**config.mk**
```make
export PLATFORM = sky130hd
export DESIGN_NAME = regfile_wb_sched
export DESIGN_NICKNAME = d
export VERILOG_FILES = /design/src/rtl/regfile_wb_sched_pkg.sv /design/src/rtl/regfile_wb_sched_fifo.sv /design/src/rtl/regfile_wb_sched.sv
export SDC_FILE = /design/constraint.sdc
export NUM_CORES = 1
export LEC_CHECK = 0
export BUFFER_PORTS_ARGS = -buffer_cell sky130_fd_sc_hd__buf_4
export CAP_MARGIN = 20
export CORE_UTILIZATION = 45
export CTS_CLUSTER_SIZE = 40
export DETAILED_ROUTE_END_ITERATION = 8
export PLACE_DENSITY = 0.66
export SKIP_CTS_REPAIR_TIMING = 1
export SLEW_MARGIN = 20
export SYNTH_ARGS = -nofsm -noshare
export SYNTH_HDL_FRONTEND = slang
export SYNTH_SLANG_ARGS = --single-unit
```
**constraint.sdc**
```tcl
create_clock -name CLK -period 5.5 [get_ports CLK]
set_input_delay 0.825 -clock CLK [delete_from_list [all_inputs] [get_ports CLK]]
set_output_delay 0.825 -clock CLK [all_outputs]
set_load 0.02 [all_outputs]
```
**src/rtl/regfile_wb_sched_pkg.sv**
```systemverilog
// regfile_wb_sched_pkg: shared sizes and source indices for the register-file write-back scheduler
package regfile_wb_sched_pkg;
    localparam int DATA_W_DEF = 32;
    localparam int ADDR_W_DEF = 5;
    localparam int NUM_REGS   = 2**ADDR_W_DEF;
    localparam bit SRC_ALU    = 1'b0;
    localparam bit SRC_LD     = 1'b1;
endpackage

```
**src/rtl/regfile_wb_sched_fifo.sv**
```systemverilog
// wb_fifo: in-order write-back queue; entries are {rd, data} with rd in the top RD_W bits
module wb_fifo #(
    parameter int DEPTH = 2,
    parameter int W     = 37,
    parameter int RD_W  = 5
) (
    input  logic                           CLK,
    input  logic                           reset,
    input  logic                           push,
    input  logic                           pop,
    input  logic [W-1:0]                   din,
    output logic [W-1:0]                   dout,
    output logic                           full,
    output logic                           empty,
    output logic [DEPTH-1:0]               ent_valid,
    output logic [DEPTH-1:0][RD_W-1:0]     ent_rd
);
    localparam int PW = $clog2(DEPTH);
    localparam int CW = $clog2(DEPTH + 1);

    logic [W-1:0]  mem [DEPTH];
    logic [PW-1:0] wptr, rptr;
    logic [CW-1:0] cnt;

    assign full  = cnt == CW'(DEPTH);
    assign empty = cnt == '0;
    assign dout  = mem[rptr];

    always_ff @(posedge CLK or negedge reset) begin
        if (!reset) begin
            wptr <= '0;
            rptr <= '0;
            cnt  <= '0;
        end else begin
            if (push) wptr <= wptr + PW'(1);
            if (pop) rptr <= rptr + PW'(1);
            cnt <= cnt + CW'(push) - CW'(pop);
        end
    end

    always_ff @(posedge CLK) begin
        if (push) mem[wptr] <= din;
    end

    // an entry is live when its distance from the read pointer is below the count
    for (genvar i = 0; i < DEPTH; i++) begin : g_ent
        logic [PW-1:0] off;
        assign off          = PW'(i) - rptr;
        assign ent_valid[i] = CW'(off) < cnt;
        assign ent_rd[i]    = mem[i][W-1 -: RD_W];
    end
endmodule

```
**src/rtl/regfile_wb_sched.sv**
```systemverilog
// regfile_wb_sched: round-robin write-back arbiter for two sources sharing the register file write port,
// with a pending-write scoreboard for hazard stalls
module regfile_wb_sched
    import regfile_wb_sched_pkg::*;
#(
    parameter int DATA_W = DATA_W_DEF,
    parameter int ADDR_W = ADDR_W_DEF,
    parameter int DEPTH  = 2
) (
    input  logic                  CLK,
    input  logic                  reset,
    input  logic                  s0_valid,
    output logic                  s0_ready,
    input  logic [ADDR_W-1:0]     s0_rd,
    input  logic [DATA_W-1:0]     s0_data,
    input  logic                  s1_valid,
    output logic                  s1_ready,
    input  logic [ADDR_W-1:0]     s1_rd,
    input  logic [DATA_W-1:0]     s1_data,
    output logic                  rf_wr,
    output logic [ADDR_W-1:0]     rf_rd,
    output logic [DATA_W-1:0]     rf_din,
    output logic [2**ADDR_W-1:0]  busy
);
    localparam int W = ADDR_W + DATA_W;

    logic [W-1:0]                   h0, h1, hd;
    logic                           full0, full1, e0, e1;
    logic                           push0, push1, pop0, pop1;
    logic                           gnt, sel, last;
    logic [DEPTH-1:0]               v0, v1;
    logic [DEPTH-1:0][ADDR_W-1:0]   r0, r1;

    assign s0_ready = ~full0 & reset;
    assign s1_ready = ~full1 & reset;
    // writes to r0 complete the handshake but are dropped before the queue
    assign push0 = s0_valid & s0_ready & (s0_rd != '0);
    assign push1 = s1_valid & s1_ready & (s1_rd != '0);

    assign gnt  = ~e0 | ~e1;
    assign sel  = e0 ? SRC_LD : e1 ? SRC_ALU : ~last;
    assign pop0 = gnt & (sel == SRC_ALU);
    assign pop1 = gnt & (sel == SRC_LD);
    assign hd   = sel ? h1 : h0;

    wb_fifo #(.DEPTH(DEPTH), .W(W), .RD_W(ADDR_W)) u_fifo0 (
        .CLK(CLK), .reset(reset), .push(push0), .pop(pop0), .din({s0_rd, s0_data}),
        .dout(h0), .full(full0), .empty(e0), .ent_valid(v0), .ent_rd(r0)
    );

    wb_fifo #(.DEPTH(DEPTH), .W(W), .RD_W(ADDR_W)) u_fifo1 (
        .CLK(CLK), .reset(reset), .push(push1), .pop(pop1), .din({s1_rd, s1_data}),
        .dout(h1), .full(full1), .empty(e1), .ent_valid(v1), .ent_rd(r1)
    );

    always_ff @(posedge CLK or negedge reset) begin
        if (!reset) begin
            rf_wr  <= 1'b0;
            rf_rd  <= '0;
            rf_din <= '0;
            last   <= 1'b1;
        end else begin
            rf_wr <= gnt;
            if (gnt) begin
                last            <= sel;
                {rf_rd, rf_din} <= hd;
            end
        end
    end

    always_comb begin
        busy = '0;
        for (int i = 0; i < DEPTH; i++) begin
            if (v0[i]) busy[r0[i]] = 1'b1;
            if (v1[i]) busy[r1[i]] = 1'b1;
        end
        if (rf_wr) busy[rf_rd] = 1'b1;
        busy[0] = 1'b0;
    end
endmodule
```
==> results of run 1 <==
-- layer usage --
layer / vias up / wire, um / GRT usage (%) / share of wire [%]
met5: - / 0 / 0 / 0
met4: 0 / 666 / 9.015 / 2.9
met3: 54 / 1745 / 4.265 / 7.5
met2: 299 / 11350 / 38.35 / 49
met1: 2939 / 9528 / 29.36 / 41
li1: 2788 / - / - / -
-- registers in the layout, indices dropped and copies added, names as in the netlist --
signal,flops
rf_rd,5
u_fifo1.rptr,1
u_fifo0.cnt,2
u_fifo0.wptr,1
u_fifo1.mem,74
u_fifo1.wptr,1
rf_wr,1
u_fifo0.rptr,1
last,1
u_fifo0.mem,74
rf_din,32
u_fifo1.cnt,2
-- power groups by stage --
| stage | Combinational, W | Clock, W | Sequential (W) |
|---|---|---|---|
| floorplan | 0.00154 | 0 | 0.00228 |
| finish | 0.00238 | 0.00127 | 0.00222 |
| global placement | 0.00233 | 0 | 0.00223 |
| global route | 0.00255 | 0.00135 | 0.00225 |
| CTS | 0.00239 | 0.00129 | 0.00221 |
| detailed placement | 0.00238 | 0 | 0.00224 |
-- logic make-up (layout without fill, tap and decap cells) --
| group | Yosys count | in the layout |
|---|---|---|
| XOR/XNOR | 8 | 8 |
| multiplexers | 111 | 111 |
| other | 1 | 1 |
| AO/OA/AOI/OAI | 138 | 138 |
| AND/OR/NAND/NOR | 146 | 146 |
| adder cells (fa/ha/maj) | 4 | 4 |
| buffers and inverters | 51 | 198 |
| flip-flops | 195 | 195 |
-- final timing paths --
path | endpoint
worst min-delay path | rf_din[11]
worst max-delay path | busy[7]
worst min register to register | rf_din[18]
worst max register to register | u_fifo0.mem[0][3]
min in group CLK | rf_din[18]
max in group asynchronous | u_fifo0.rptr
-- worst reg2reg max path, cell delays in order, from the launching register on --
cell	delay, ps
sky130_fd_sc_hd__dfrtp_1	540
sky130_fd_sc_hd__inv_1	110
sky130_fd_sc_hd__a21boi_1	220
sky130_fd_sc_hd__o211a_1	260
sky130_fd_sc_hd__nor2b_4	480
sky130_fd_sc_hd__buf_16	220
sky130_fd_sc_hd__buf_16	170
-- metrics by stage --
| stage | instance area [um2] | power [W] | util (%) | std cells |
|---|---|---|---|---|
| after floorplan | 9015 | 0.003819 | - | 654 |
| after global placement | 10290 | 0.004561 | 52.68 | 1031 |
| after detailed placement | 10340 | 0.004620 | 52.96 | 1033 |
| after CTS | 10960 | 0.005893 | 56.12 | 1065 |
| after global routing | 10980 | 0.006149 | 56.23 | 1066 |
| final | 10980 | 0.005867 | 56.23 | 1066 |
-- layout by cell type, fill, tap and decap left out, types with 4 or more instances in the layout --
| master | n |
|---|---|
| sky130_fd_sc_hd__nor2b_1 | 7 |
| sky130_fd_sc_hd__edfxtp_1 | 148 |
| sky130_fd_sc_hd__xnor2_1 | 5 |
| sky130_fd_sc_hd__o22a_1 | 10 |
| sky130_fd_sc_hd__a211o_1 | 10 |
| sky130_fd_sc_hd__mux2_2 | 22 |
| sky130_fd_sc_hd__inv_6 | 6 |
| sky130_fd_sc_hd__a22o_1 | 4 |
| sky130_fd_sc_hd__mux2i_1 | 74 |
| sky130_fd_sc_hd__nand3b_1 | 16 |
| sky130_fd_sc_hd__nor2_1 | 15 |
| sky130_fd_sc_hd__nand2b_1 | 4 |
| sky130_fd_sc_hd__o21ai_1 | 37 |
| sky130_fd_sc_hd__nor3_1 | 5 |
| sky130_fd_sc_hd__o211ai_1 | 11 |
| sky130_fd_sc_hd__nand3_1 | 11 |
| sky130_fd_sc_hd__dfrtp_1 | 44 |
| sky130_fd_sc_hd__a22oi_1 | 11 |
| sky130_fd_sc_hd__nand2_1 | 47 |
| sky130_fd_sc_hd__or3b_2 | 4 |
| sky130_fd_sc_hd__nor3b_1 | 8 |
| sky130_fd_sc_hd__mux2_4 | 10 |
| sky130_fd_sc_hd__ha_1 | 4 |
| sky130_fd_sc_hd__clkbuf_16 | 17 |
| sky130_fd_sc_hd__mux2_1 | 5 |
| sky130_fd_sc_hd__o21ai_2 | 6 |
| sky130_fd_sc_hd__inv_1 | 10 |
| sky130_fd_sc_hd__buf_4 | 152 |
| sky130_fd_sc_hd__or3_1 | 10 |
| sky130_fd_sc_hd__o22ai_1 | 27 |
-- layout make-up --
type	instances	area [um2]	share of cell area, %
Inverter	11	41.29	0.3761
Clock inverter	15	191.4	1.744
Tap cell	265	331.6	3.020
Clock buffer	17	425.4	3.875
Timing Repair Buffer	155	1216	11.08
Sequential cell	195	5624	51.22
Multi-Input combinational cell	408	3149	28.68
==> results.txt, run 1 <==
----------------------------------------------------
[Outcome]
  Status ... completed

[Timing]
  Clock tree skew after final layout ... 10.49 ps
  Worst-Margin Slew ... 946.2 ps
  Max Slew Vio Count ... 0
  Unrepaired setup endpoints after global routing ... false
  Max Clk Rate ... ~0.30 GHz
  Hold violation total from the final report ... 0
  Crit path time final ... 3313 ps
  Tightest hold margin ... 427.2 ps
  Setup slack after layout ... 2187 ps
  Worst rel slew slack ... 36.92%
  Setup Total Neg Slack ... 0 ps
  Final setup viols ... 0
  Period utilisation layout ... 60.23%

[Critical path]
  Critical path cell sequence ... and2b_4, o211ai_1, o22ai_1, a211o_1, buf_4
  Depth of the worst register-to-register path ... 6
  Crit. End Element ... output port
  Beginning of the critical path ... u_fifo1.cnt[0]
  Worst R2R Start ... u_fifo0.cnt[0]
  CP delay by family, top ... compound AO/OA/AOI/OAI gates
  Setup slack of the worst register-to-register path ... 3220 ps
  Type of origin of the critical path ... flip-flop
  Crit path buffers/inverters ... 1
  Cell at the slowest stage of the critical path ... sky130_fd_sc_hd__o211ai_1
  Maximum fanout along the worst path ... 7
  Biggest cell delay along the critical path ... around 690 ps
  Required time of the critical path ... approximately 4700 ps
  Critical path arrival ... 2490 ps
  Path type of the worst setup path ... flip-flop to output port
  Depth of the critical timing path with buffers and inverters included ... 5

[Pwr]
  Switching share of power ... 37.31%
  Largest vdd supply drop ... 294.2 uV
  Net Switching ... 0.002189 W
  Clk network pwr share ... 21.7%
  Leak pwr ... 4.306 nW
  Comb pwr share ... 40.5%
  PwrDens ... 534.4 mW/mm2
  Cell-internal power ... 0.003678 W
  Flop pwr share ... 37.8%

[GRT]
  Number of antenna violations at the first check in global routing ... 0
  Largest net degree at the start of global routing ... 76
  Vias in the first global route ... 6159
  GRT Total Usage ... 22.89%
  Global-route wire length before repair ... 34870 um
  Remaining global-route overflow ... 0

[CTS]
  Number of H-tree levels ... 4
  Buffers from clock root to sink, at most ... 2
  Clock insertion delay at the later pin of the skew report ... 420 ps
  Clk pin slew, worst setup/hold paths ... 70 ps
  TritonCTS Sinks ... 195
  CTS tree ... done
  Root Driver ... sky130_fd_sc_hd__clkbuf_16
  Number of clock buffers inserted by TritonCTS ... 17

[Route]
  Post-DRT Antenna Nets ... 0
  Violation count after the first detailed-routing iteration ... between 400 and 500
  DRC violation count after routing ... 0
  WL per Instance ... ~22 um
  Post-Route WL ... 23290 um
  TritonRoute pass-1 iters ... 6
  Via count ... roughly 6100
  Number of vias per cell ... 5.704

[Floorplan]
  Num ports ... 150
  Die extent in y ... ~140 um
  Die outline area ... around 0.02 mm2
  Placeable core region ... 0.01953 mm2
  Floorplan die width ... 143.5 um
  Effective utilization at floorplan ... 46.17%
  Std cell rows ... 51

[Cells and area]
  Net count, final ... 870
  Fraction of layout cells with a size suffix above 1 ... 30.84%
  Layout area overhead ... 21.79%
  Layout filler cell count ... 1635
  Total inserted antenna cells ... 0

[Logic synthesis]
  Area share of and/or/nand/nor cells after synthesis ... a little under a tenth
  Number of different library cells in the post-synthesis netlist ... 60
  Multiplexer area fraction after synthesis ... 13.25%
  Primary flip-flop cell chosen by synthesis mapping ... sky130_fd_sc_hd__edfxtp_1
  Cell types with the highest counts after synthesis ... sky130_fd_sc_hd__edfxtp_1 (148), sky130_fd_sc_hd__mux2i_1 (74), sky130_fd_sc_hd__nand2_1 (47)
  Cells after Synth ... about 650
  Count of flip-flops with a built-in enable after synthesis ... 148
  Average footprint of a synthesized cell ... around 14 um2
  Async set-reset flop share out of synthesis ... 24.10%
  Flip-flop and latch count after synthesis ... about 200
  Post-synthesis share of cell area spent on full adders, half adders and majority gates ... 0.5552%
  Most area-consuming cells after synthesis ... sky130_fd_sc_hd__edfxtp_1 (49%), sky130_fd_sc_hd__dfrtp_1 (13%), sky130_fd_sc_hd__mux2i_1 (8.2%)
  Mapped cell area ... 0.009015 mm2
  Most frequent cell after synthesis ... sky130_fd_sc_hd__edfxtp_1
  Post-synthesis compound-gate area fraction ... 10.85%
  Synth warnings ... 0
  Net count of the mapped netlist ... 736
  Fraction of the yosys area taken by sequential cells ... 62.36%
  Area share of the leading cell type in the synthesized netlist ... between 40% and 50%
  Xor and xnor fraction of the mapped netlist area ... less than 1%
  Biggest area consumer among synthesized cells ... sky130_fd_sc_hd__edfxtp_1
  Dominant combinational cell family by area after synthesis ... multiplexers

[Place]
  Placed wire-length estimate after detailed placement ... around 16000 um
  RD Place Congestion ... a little over 0.9
  Port-buffer cells ... 148
  Pre-CTS setup slack ... 2157 ps

[Job]
  Max cap viols ... 0

[Hold path]
  Min-Delay Path Class ... input port to asynchronous set/reset pin

----------------------------------------------------
(Power assumes the default switching activity.)
==> inputs of run 2 (changes only) <==
- PLACE_DENSITY: 0.66 -> 0.69
- clock period: 5.5 -> 2.83 ns (I/O delays scaled with it)
==> results.txt, run 2 (synthesis results as in run 1) <==
----------------------------------------------------
[Cells and area]
  Final cell count without fillers ... 1074 (was 1066)
  Layout area overhead ... 22.59% (was 21.79%)
  Registers with the most flip-flops ... u_fifo0.mem x74, u_fifo1.mem x74, rf_din x32 (unchanged)
  Fraction of layout cells with a size suffix above 1 ... 31.15% (was 30.84%)
  Total inserted antenna cells ... 0 (unchanged)
  Net count, final ... 878 (was 870)
  Top library cells by usage in the layout, fill and taps aside ... sky130_fd_sc_hd__buf_4 (159), sky130_fd_sc_hd__edfxtp_1 (148), sky130_fd_sc_hd__mux2i_1 (74) (was sky130_fd_sc_hd__buf_4 (152), sky130_fd_sc_hd__edfxtp_1 (148), sky130_fd_sc_hd__mux2i_1 (74))
  Most common cell after layout, fill and taps aside ... sky130_fd_sc_hd__buf_4 (unchanged)

[Timing]
  Max Slew Vio Count ... 0 (unchanged)
  Worst rel slew slack ... 32.16% (was 36.92%)
  Setup Total Neg Slack ... 0 ps (unchanged)
  Period utilisation layout ... between 90% and 100%
  Final setup viols ... 0 (unchanged)
  Worst-Margin Slew ... 1018 ps (was 946.2 ps)
  Clock tree skew after final layout ... 7.576 ps (was 10.49 ps)
  Max Clk Rate ... around 0.36 GHz
  Crit path time final ... 2750 ps
  Hold violation total from the final report ... 0 (unchanged)
  Tightest hold margin ... 178.4 ps (was 427.2 ps)

[Pwr]
  Largest vdd supply drop ... 605.7 uV (was 294.2 uV)
  Leak pwr ... 4.338 nW (was 4.306 nW)
  PwrDens ... 1039 mW/mm2 (was 534.4 mW/mm2)

[Place]
  RD Place Congestion ... 0.8829 (was 0.9344)
  Port-buffer cells ... 148 (unchanged)
  DP Cell Count ... 1041 (was 1033)
  Placed wire-length estimate after detailed placement ... 15870 um (was 15820 um)

[Floorplan]
  Die outline area ... 0.02060 mm2 (unchanged)
  Std cell rows ... 51 (unchanged)
  Die extent in y ... 143.5 um (unchanged)
  Floorplan die width ... 143.5 um (unchanged)
  Effective utilization at floorplan ... 46.17% (unchanged)
  Placeable core region ... 0.01953 mm2 (unchanged)
  Num ports ... 150 (unchanged)

[GRT]
  Remaining global-route overflow ... 0 (unchanged)
  Vias in the first global route ... 6201 (was 6159)
  Global-route wire length before repair ... 34780 um (was 34870 um)
  GRT Total Usage ... 23.18% (was 22.89%)
  Number of antenna violations at the first check in global routing ... 0 (unchanged)
  Largest net degree at the start of global routing ... 76 (unchanged)

[Route]
  Post-DRT Antenna Nets ... 0 (unchanged)
  WL per Instance ... 21.55 um (was 21.85 um)
  Via count ... 6115 (was 6080)
  TritonRoute pass-1 iters ... 5 (was 6)
  DRC violation count after routing ... 0 (unchanged)
  Violation count after the first detailed-routing iteration ... 405 (was 433)
  Number of vias per cell ... 5.694 (was 5.704)
  Post-Route WL ... 23150 um (was 23290 um)

[Critical path]
  Setup slack of the worst register-to-register path ... 470 ps (was 3220 ps)
  Required time of the critical path ... 2410 ps (was 4680 ps)
  Maximum fanout along the worst path ... 8 (was 7)
  Critical path arrival ... 2330 ps (was 2490 ps)
  Depth of the worst register-to-register path ... 3 (was 6)
  Crit path buffers/inverters ... 1 (unchanged)
  Critical path cell sequence ... and2b_4, o21ai_2, o22ai_1, a211o_1, buf_4 (was and2b_4, o211ai_1, o22ai_1, a211o_1, buf_4)
  CP delay by family, top ... compound AO/OA/AOI/OAI gates (unchanged)
  Biggest cell delay along the critical path ... 490 ps (was 690 ps)
  Worst R2R Start ... u_fifo0.cnt[1] (was u_fifo0.cnt[0])
  Crit. End Element ... output port (unchanged)
  Cell at the slowest stage of the critical path ... sky130_fd_sc_hd__dfrtp_1 (was sky130_fd_sc_hd__o211ai_1)
  Path type of the worst setup path ... flip-flop to output port (unchanged)
  R2R Path End ... u_fifo0.mem[1][6] (was u_fifo0.mem[0][3])
  Type of origin of the critical path ... flip-flop (unchanged)

[Hold path]
  Critical hold path startpoint ... s1_data[16]
  Worst hold path endpoint ... u_fifo1.mem[1][16]
  Min-Delay Path Class ... input port to flip-flop (was input port to asynchronous set/reset pin)
  Number of cells on the worst hold path ... 1

[CTS]
  Number of clock buffers inserted by TritonCTS ... 17 (unchanged)
  Clk pin slew, worst setup/hold paths ... 70 ps (about the same)
  Clock insertion delay at the later pin of the skew report ... 430 ps (was 420 ps)
  CTS tree ... done (unchanged)
  TritonCTS Sinks ... 195 (unchanged)
  Number of H-tree levels ... 4 (unchanged)
  Buffers from clock root to sink, at most ... 2 (unchanged)
  Root Driver ... sky130_fd_sc_hd__clkbuf_16 (unchanged)

[Outcome]
  Status ... completed (unchanged)

[Job]
  Max cap viols ... 0 (unchanged)

----------------------------------------------------
==> run 2: cell count changes in the layout (fill, tap and decap cells not counted), moves of 2 or more <==
| cell | before | now |
|---|---|---|
| sky130_fd_sc_hd__clkinv_4 | 0 | 3 |
| sky130_fd_sc_hd__buf_4 | 152 | 159 |
| sky130_fd_sc_hd__clkinv_8 | 2 | 0 |
| sky130_fd_sc_hd__clkbuf_1 | 0 | 2 |
| sky130_fd_sc_hd__inv_6 | 6 | 2 |
==> run 2: power by group <==
group | total (W) | switching (W) | internal [W]
Combinational | 0.00473 | 0.00263 | 0.00210
Clock | 0.00246 | 0.00105 | 0.00141
Sequential | 0.00431 | 0.000540 | 0.00377
==> run 2: worst max-delay path by stage <==
stage	cells after the start	slack [ps]	startpoint	endpoint
finish	5	80	u_fifo0.cnt[0]	busy[17]
global placement	4	400	reset	u_fifo1.mem[0][0]
global route	6	-10	u_fifo0.cnt[1]	busy[22]
CTS	5	10	u_fifo0.cnt[1]	busy[24]
detailed placement	4	460	s0_rd[0]	u_fifo0.mem[1][7]
floorplan	4	150	u_fifo1.cnt[1]	u_fifo1.mem[0][0]
==> run 2: cell type report <==
type	instances	area [um2]
Fill cell	1636	8474
Sequential cell	195	5624
Multi-Input combinational cell	408	3168
Clock inverter	13	175.2
Inverter	11	41.29
Timing Repair Buffer	163	1279
Clock buffer	19	432.9
Tap cell	265	331.6
==> run 2: layer usage <==
layer	global-route usage [%]	share of wire [%]	vias to the layer above
li1	-	-	2793
met4	9.295	2.6	0
met1	28.60	40	2994
met3	4.998	7.3	44
met5	0	0	-
met2	39.58	50	284
==> run 2: worst register-to-register path: stages (launching register included) <==
cell                       delay, ps
sky130_fd_sc_hd__dfrtp_1         600
sky130_fd_sc_hd__a21boi_1        270
sky130_fd_sc_hd__o211a_1         250
sky130_fd_sc_hd__and2_2          850
==> run 2: per-stage QoR <==
stage          setup slack, ps  area, um2  util, %  power, W
3_3_place_gp             398.9      10360    53.05  0.008917
6_report                 79.88      11050    56.60   0.01149
5_1_grt                 -14.72      11050    56.60   0.01206
4_1_cts                  11.76      11020    56.45   0.01154
2_1_floorplan            151.3       9020        -  0.007423
3_5_place_dp             460.2      10410    53.33  0.009075
